==> config.mk <==
export PLATFORM = sky130hd
export DESIGN_NAME = mem_load_ctrl
export DESIGN_NICKNAME = d
export VERILOG_FILES = /design/src/rtl/mem_load_ctrl_pkg.sv /design/src/rtl/mem_load_ctrl.sv
export SDC_FILE = /design/constraint.sdc
export NUM_CORES = 1
export LEC_CHECK = 0
export ABC_CLOCK_PERIOD_IN_PS = 2400
export CAP_MARGIN = 20
export CORE_AREA = 2 2 70 72
export CTS_CLUSTER_DIAMETER = 60
export DETAILED_ROUTE_END_ITERATION = 12
export DIE_AREA = 0 0 72 74
export PLACE_DENSITY = 0.77
export SETUP_SLACK_MARGIN = 0.5
export SLEW_MARGIN = 20
export SYNTH_ARGS = -nofsm -noshare
export SYNTH_HDL_FRONTEND = slang
export SYNTH_SLANG_ARGS = --single-unit
==> constraint.sdc <==
create_clock -name clk -period 2.4 [get_ports clk]
set_input_delay 0.48 -clock clk [delete_from_list [all_inputs] [get_ports clk]]
set_output_delay 0.48 -clock clk [all_outputs]
set_load 0.03 [all_outputs]
==> src/rtl/mem_load_ctrl_pkg.sv <==
// Shared constants and state encoding for the configuration-memory byte loader.
// Frame layout: address byte, length byte, then the payload bytes.
package mem_load_ctrl_pkg;

    localparam int NUM_BYTES    = 102;
    localparam int HDR_ADDR_OFS = 0;
    localparam int HDR_LEN_OFS  = 1;
    localparam int HDR_BYTES    = 2;

    typedef enum logic [2:0] {
        S_ADDR  = 3'd0,
        S_LEN   = 3'd1,
        S_LOAD  = 3'd2,
        S_DRAIN = 3'd3,
        S_DONE  = 3'd4
    } state_t;

endpackage

==> src/rtl/mem_load_ctrl.sv <==
// Turns framed host bytes {A, L, payload...} into registered memory write cycles.
// Out-of-range frames are drained without writing and raise the sticky err flag.
module mem_load_ctrl #(
    parameter int NUM_BYTES = mem_load_ctrl_pkg::NUM_BYTES,
    parameter int AW        = 8
) (
    input  logic                      clk,
    input  logic                      reset,
    input  logic [7:0]                in_data,
    input  logic                      in_valid,
    output logic                      in_ready,
    output logic [AW-1:0]             mem_addr,
    output logic [7:0]                mem_data,
    output logic                      mem_we,
    output logic                      frame_done,
    output logic                      cfg_loaded,
    output logic                      err,
    input  logic                      clr_err,
    output logic                      busy,
    output mem_load_ctrl_pkg::state_t dbg_state
);
    import mem_load_ctrl_pkg::*;

    // Handshake: a byte moves on a rising edge where in_valid && in_ready.
    // in_ready is a pure function of state and never looks at in_valid.

    state_t        state, state_nxt;
    logic [AW-1:0] addr_q;
    logic [7:0]    rem_q;
    logic          frame_ok_q;
    logic          xfer;
    logic [8:0]    end_sum;
    logic          range_err;

    assign xfer      = in_valid && in_ready;
    assign end_sum   = 9'(addr_q) + 9'(in_data);
    assign range_err = (9'(addr_q) >= 9'(NUM_BYTES)) || (end_sum > 9'(NUM_BYTES));
    assign dbg_state = state;

    always_ff @(posedge clk or posedge reset) begin
        if (reset) begin
            state <= S_ADDR;
        end else begin
            state <= state_nxt;
        end
    end

    always_comb begin
        state_nxt  = state;
        in_ready   = 1'b1;
        frame_done = 1'b0;
        busy       = 1'b1;
        case (state)
            S_ADDR: begin
                busy = 1'b0;
                if (in_valid) state_nxt = S_LEN;
            end
            S_LEN: begin
                if (in_valid) begin
                    if (in_data == 8'd0)  state_nxt = S_DONE;
                    else if (range_err)   state_nxt = S_DRAIN;
                    else                  state_nxt = S_LOAD;
                end
            end
            S_LOAD, S_DRAIN: begin
                if (in_valid && rem_q == 8'd1) state_nxt = S_DONE;
            end
            S_DONE: begin
                in_ready   = 1'b0;
                frame_done = 1'b1;
                state_nxt  = S_ADDR;
            end
            default: begin
                busy      = 1'b0;
                state_nxt = S_ADDR;
            end
        endcase
    end

    always_ff @(posedge clk or posedge reset) begin
        if (reset) begin
            addr_q     <= '0;
            rem_q      <= '0;
            frame_ok_q <= 1'b0;
            mem_we     <= 1'b0;
            mem_addr   <= '0;
            mem_data   <= '0;
            cfg_loaded <= 1'b0;
        end else begin
            mem_we <= 1'b0;
            case (state)
                S_ADDR: begin
                    if (xfer) addr_q <= AW'(in_data);
                end
                S_LEN: begin
                    if (xfer) begin
                        rem_q      <= in_data;
                        frame_ok_q <= !range_err && (in_data != 8'd0);
                    end
                end
                S_LOAD: begin
                    if (xfer) begin
                        mem_we   <= 1'b1;
                        mem_addr <= addr_q;
                        mem_data <= in_data;
                        addr_q   <= addr_q + 1'b1;
                        rem_q    <= rem_q - 8'd1;
                    end
                end
                S_DRAIN: begin
                    if (xfer) rem_q <= rem_q - 8'd1;
                end
                S_DONE: begin
                    if (frame_ok_q) cfg_loaded <= 1'b1;
                end
                default: ;
            endcase
        end
    end

    // A new range error on the same edge as clr_err keeps err set.
    always_ff @(posedge clk or posedge reset) begin
        if (reset) begin
            err <= 1'b0;
        end else if (state == S_LEN && xfer && range_err) begin
            err <= 1'b1;
        end else if (clr_err) begin
            err <= 1'b0;
        end
    end

endmodule
# Yosys cells after proc, flatten, opt, wreduce, memory -nomap -nowiden
# Cells that the tools add are included.
[word_totals]
out_inout_bits = 25
word_cells = 65
input_bits = 12
ff_bits = 39
[op_classes]
addsub = 3
mux = 18
magnitude_cmp = 2
eq_ne = 12
reduce_logical = 21
[ops]
columns = ["cell", "n"]
rows = [
  ["$pmux 8 s2", 2],
  ["$mux 8", 3],
  ["$mux 3", 4],
  ["$ne 2x2->1 const B", 5],
  ["$add 8x8->9", 1],
  ["$gt 9x7->1 const B", 1],
  ["$pmux 3 s3", 1],
  ["$reduce_and 3->1", 3],
  ["$add 8x1->8 const B", 1],
  ["$eq 8x1->1 const B", 1],
  ["$ge 8x7->1 const B", 1],
  ["$logic_not 8->1", 1],
  ["$mux 1", 8],
  ["$reduce_bool 8->1", 1],
  ["$sub 8x1->8 const B", 1],
  ["$eq 3x2->1 const B", 2],
  ["$reduce_and 2->1", 3],
  ["$reduce_bool 2->1", 3],
  ["$logic_and 1x1->1", 5],
  ["$ne 2x1->1 const B", 2],
  ["$reduce_or 4->1", 1],
  ["$eq 3x1->1 const B", 1],
  ["$eq 3x3->1 const B", 1],
  ["$logic_not 3->1", 1],
  ["3 further kinds", 3],
]

# Depth between registers and ports, before layout
# Gate-level depths: netlist of the first run.
[depth]
ltp_word = 7
depth_mapped = 9
ltp_nobuf = 9

# Worst setup path before layout of the first run
# OpenSTA, ideal clock, no wires.
[synth_timing]
path_type = "in2reg"
from = "input in_data[0]"
to = "register frame_ok_q"
setup_ns = 0.121
required_time_ns = 2.279
stages = 9
slack_ns = 0.198
n_path_buf = 0
arrival_ns = 2.081
path_cell_list = "ha_1 > inv_1 > fa_1 > xnor2_1 > a21oi_2 > and4_1 > nor3_2 > a31oi_2 > a22o_1"
[synth_between]
elab_chain_cells = 5
elab_cells_between_ends = 6
classes_between = "add/sub: 1; order compare: 1; reduce/logical: 4"
[synth_lines]
columns = ["item", "line_no", "text"]
rows = [
  ["start, declared", "mem_load_ctrl.sv:9", "input logic [7:0] in_data,"],
  ["$add 8x8->9", "mem_load_ctrl.sv:36", "assign end_sum = 9'(addr_q) + 9'(in_data);"],
  ["$gt 9x7->1", "mem_load_ctrl.sv:37", "assign range_err = (9'(addr_q) >= 9'(NUM_BYTES)) || (end_sum > 9'(NUM_BYTES));"],
  ["$logic_or 1x1->1", "mem_load_ctrl.sv:37", ""],
  ["$logic_not 1->1", "mem_load_ctrl.sv:98", "frame_ok_q <= !range_err && (in_data != 8'd0);"],
  ["$logic_and 1x1->1 *", "mem_load_ctrl.sv:98", ""],
  ["end signal, assigned", "mem_load_ctrl.sv:98", ""],
  ["end, declared", "mem_load_ctrl.sv:30", "logic frame_ok_q;"],
]
# Every way passes the cells marked *; elsewhere a longest branch is shown, timed or not.
# A chain may end at the register's enable or synchronous reset.

# Worst setup path after layout of the first run
[layout_timing]
from = "input in_data[4]"
to = "register frame_ok_q"
# Same word-level chain as after synthesis.

==> results of run 1 <==
cells by family (layout without fill, tap and decap cells):
group	after synthesis	after routing	synth area share [%]
xor gates and xnor gates	2	2	0.744
muxes	16	16	7.65
and+or+nand+nor	86	86	18.5
buffers and inverters	19	88	4.04
AOI/OAI and AO/OA	76	76	20.4
adders and majority gates	13	13	7.22
DFF	39	39	41.4
through the flow:
step	worst slack, ps	utilization, %
floorplan	360	-
global placement	-262	65.8
detailed placement	-308	65.8
CTS	266	69.9
global route	256	70.3
finish	321	70.3
power groups by stage:
stage / Clock, mW / Combinational [mW] / Sequential [mW]
2_1_floorplan: 0 / 1.32 / 1.51
3_3_place_gp: 0 / 2.45 / 1.22
3_5_place_dp: 0 / 2.50 / 1.23
4_1_cts: 0.652 / 2.62 / 1.21
5_1_grt: 0.677 / 2.89 / 1.26
6_report: 0.651 / 2.67 / 1.22
flip-flops by register name, summed over array words and instances (netlist names):
signal	cells
mem_we	1
mem_addr	8
dbg_state	3
cfg_loaded	1
addr_q	8
err	1
mem_data	8
frame_ok_q	1
rem_q	8
what timing repair did:
action,CTS,global route
endpoints found under the setup margin,9,27
resized for setup,27,8
pin swaps,10,3
buffers inserted,2,0
hold buffers,0,0
metal layers:
layer	part of all wire, %	wire (um)	global-route usage, %
met1	40	2670	33.9
met2	49	3250	43.5
met3	7.7	509	5.69
met4	2.4	156	10.9
met5	0	0	0
final cells by class:
type | count | area [sq um] | share of cell area, %
timing repair buffer | 68 | 591 | 18.3
tap | 54 | 67.6 | 2.09
sequential | 39 | 978 | 30.3
inverter | 12 | 45.0 | 1.39
clock inverter | 2 | 60.1 | 1.86
clock buffer | 6 | 72.6 | 2.24
multi-input combinational | 193 | 1420 | 43.9
worst paths after layout:
path	from	end	slack, ps	depth (start not counted)
hold reg to reg	cfg_loaded$_DFFE_PP0P_	cfg_loaded$_DFFE_PP0P_	460	1
min in group asynchronous	reset	mem_we$_DFF_PP0_	590	3
setup / recovery	in_data[4]	frame_ok_q$_DFFE_PP0P_	320	8
hold / removal	cfg_loaded$_DFFE_PP0P_	cfg_loaded$_DFFE_PP0P_	460	1
max in group asynchronous	reset	addr_q[1]$_DFFE_PP0P_	1430	3
setup reg to reg	addr_q[0]$_DFFE_PP0P_	frame_ok_q$_DFFE_PP0P_	320	9
worst reg2reg max path, stage by stage, from the launching register on:
cell and delay, ps:
dfrtp_2 450, ha_4 170, inv_2 50, fa_2 430
nor2b_2 150, a21oi_2 70, and4_1 150, nor3_2 180
a31oi_4 130, a22o_1 200
cell usage after synthesis, types with 2 or more instances:
master,instances,area share (%)
dfrtp_1,39,41
nor2_1,23,3.7
a21oi_1,22,4.7
o21ai_0,22,4.7
nand2_1,17,2.7
mux2_2,16,7.6
ha_1,12,6.4
inv_1,12,1.9
nor3_1,12,2.5
nand3_1,7,1.5
a21o_1,5,1.6
nand2b_1,5,1.3
a22oi_1,4,1.3
a31oi_1,4,1.1
and3_1,4,1.1
nor4_1,3,0.80
o22ai_1,3,0.80
or3_1,3,0.80
a21oi_2,2,0.74
a22o_1,2,0.74
and4_1,2,0.74
buf_4,2,0.64
buf_6,2,0.96
clkbuf_1,2,0.32
nor2b_1,2,0.53
nor3b_1,2,0.64
o211ai_1,2,0.64
xnor2_1,2,0.74
==> flow_summary.yaml, run 1 <==
timing:
  fmaxAchievable_ghz: 0.481
  report.final.slew_viol_count: 0
  grt_setup_unrepaired: "true"
  max-slew-margin-rel_pct: 67.9
  min_period_ps: 2080
  final.period_utilization_pct: 86.6
  timing.clock.skew_ps: 6.01
  fin_worst_hold_slack_ps: 462
  finalSetupViolCount: 0
  timing_hold_violations_final: 0
  slew_at_the_pin_closest_to_its_max_slew_limit_ps: 482
  timing.setup.tns_ps: 0
place:
  portBuffers: 36
  place.detailed.hpwl_um: 4670
  placement.cell_area_sq_um: 3020
  gp_congestion: 1.01
  placed_cells: 364
power_and_ir_drop:
  p_total_mw: 4.54
  comb_pwr_share_pct: 58.7
  clockPowerShare_pct: 14.3
  power_leakage_nw: 1.42
  share_seq_of_total_power_pct: 26.9
  sw_frac_of_total_pct: 43.9
  peakVddDrop_mv: 0.579
  cell_internal_pwr_mw: 2.55
  power_per_cell_area_nw_per_um2: 1400
  p_sw_mw: 1.99
route:
  avgRoutedWirePerCell_um: 17.6
  detail_route.wirelength_um: 6590
  first_pass_iters: 5
  drt_iter0_drc: 236
  drtAntennaViolNets: 0
  avgViaCountPerCell: 6.11
  routed-via-count: 2287
  remaining_drc_errors: 0
floorplan:
  core.rowCount: 25
  initial_utilization_pct: 51.2
  die_h_um: 74
  die_width_um: 72
  placeableCoreArea_sq_um: 4600
  io_pins: 37
  floorplan.die_area_sq_um: 5330
clocking:
  total_clock_sinks: 39
  htree_levels: 2
  cts.path.max_buffers: 2
  cts_tree: "built"
  cts.clk_slew.worst_paths_ps: 70
  cts_root_buffer: "clkbuf_8"
  numCtsBuffers: 5
  clk-insertion-delay-late_ps: 290
synth:
  synth_seq_cells: 39
  syn_area_per_cell_sq_um: 9.39
  synth.yosys.seq_area_share_pct: 41.4
  syn-instance-count: 251
  synth-edff-count: 0
  synth_nets: 276
  synth_top_flop_cell: "dfrtp_1"
  yosysWarningCount: 0
  synth_async_sr_flop_share_pct: 100
  post_synth_instance_area_sq_um: 2360
  netlist-cell-type-count: 46
grt:
  track_usage_pct: 26.3
  global_route.overflow_total: 0
  antenna_violations_before_repair: 0
  first_pass_grt_wire_length_um: 10800
  grt_pass1_vias: 2186
  grt_start_max_net_pins: 40
final_layout:
  instances_no_fill: 374
  layout.cells.most_common_list: "dfrtp_1, buf_4, clkdlybuf4s50_1"
  final_layout_size_suffix_gt1_share_pct: 27.2
  nFillCells: 355
  num_antenna_cells: 0
  most_common_cell_after_layout_fill_and_taps_aside: "dfrtp_1"
  design.final.nets: 344
  area.growth.synth_to_final_pct: 37.3
  final_area_sq_um: 3230
setup_path:
  cp_top_family: "compound AO/OA/AOI/OAI gates"
  arrival_ps: 2260
  crit_fanout: 3
  critical_path.endpoint_type: "flip-flop"
  start_kind: "input port"
  timing.critical_path.buf_inv: 1
  worstSetupPathType: "input port to flip-flop"
  crit_path_top_delay_cell: "ha_1"
  cp.required_ps: 2580
  crit_chain: "dlygate4sd2_1 > ha_1 > and3_1 > a22oi_2 > o221ai_1 > nor3_2 > a31oi_4 > a22o_1"
  crit_path_max_incr_delay_ps: 330
job:
  max_cap_viol_count: 0
min_path:
  min_path_type: "flip-flop to flip-flop"
run_status:
  status: "complete, no violations"
(Power assumes the default switching activity.)
==> run 2, diff against run 1 <==
--- a/config.mk
+++ b/config.mk
@@ -9,6 +9,7 @@
 export CAP_MARGIN = 20
 export CORE_AREA = 2 2 70 72
 export CTS_CLUSTER_DIAMETER = 60
+export CTS_CLUSTER_SIZE = 12
 export DETAILED_ROUTE_END_ITERATION = 12
 export DIE_AREA = 0 0 72 74
 export PLACE_DENSITY = 0.77
==> results of run 2 <==
No change in the layout: final DEF, timing and power equal those of run 1.
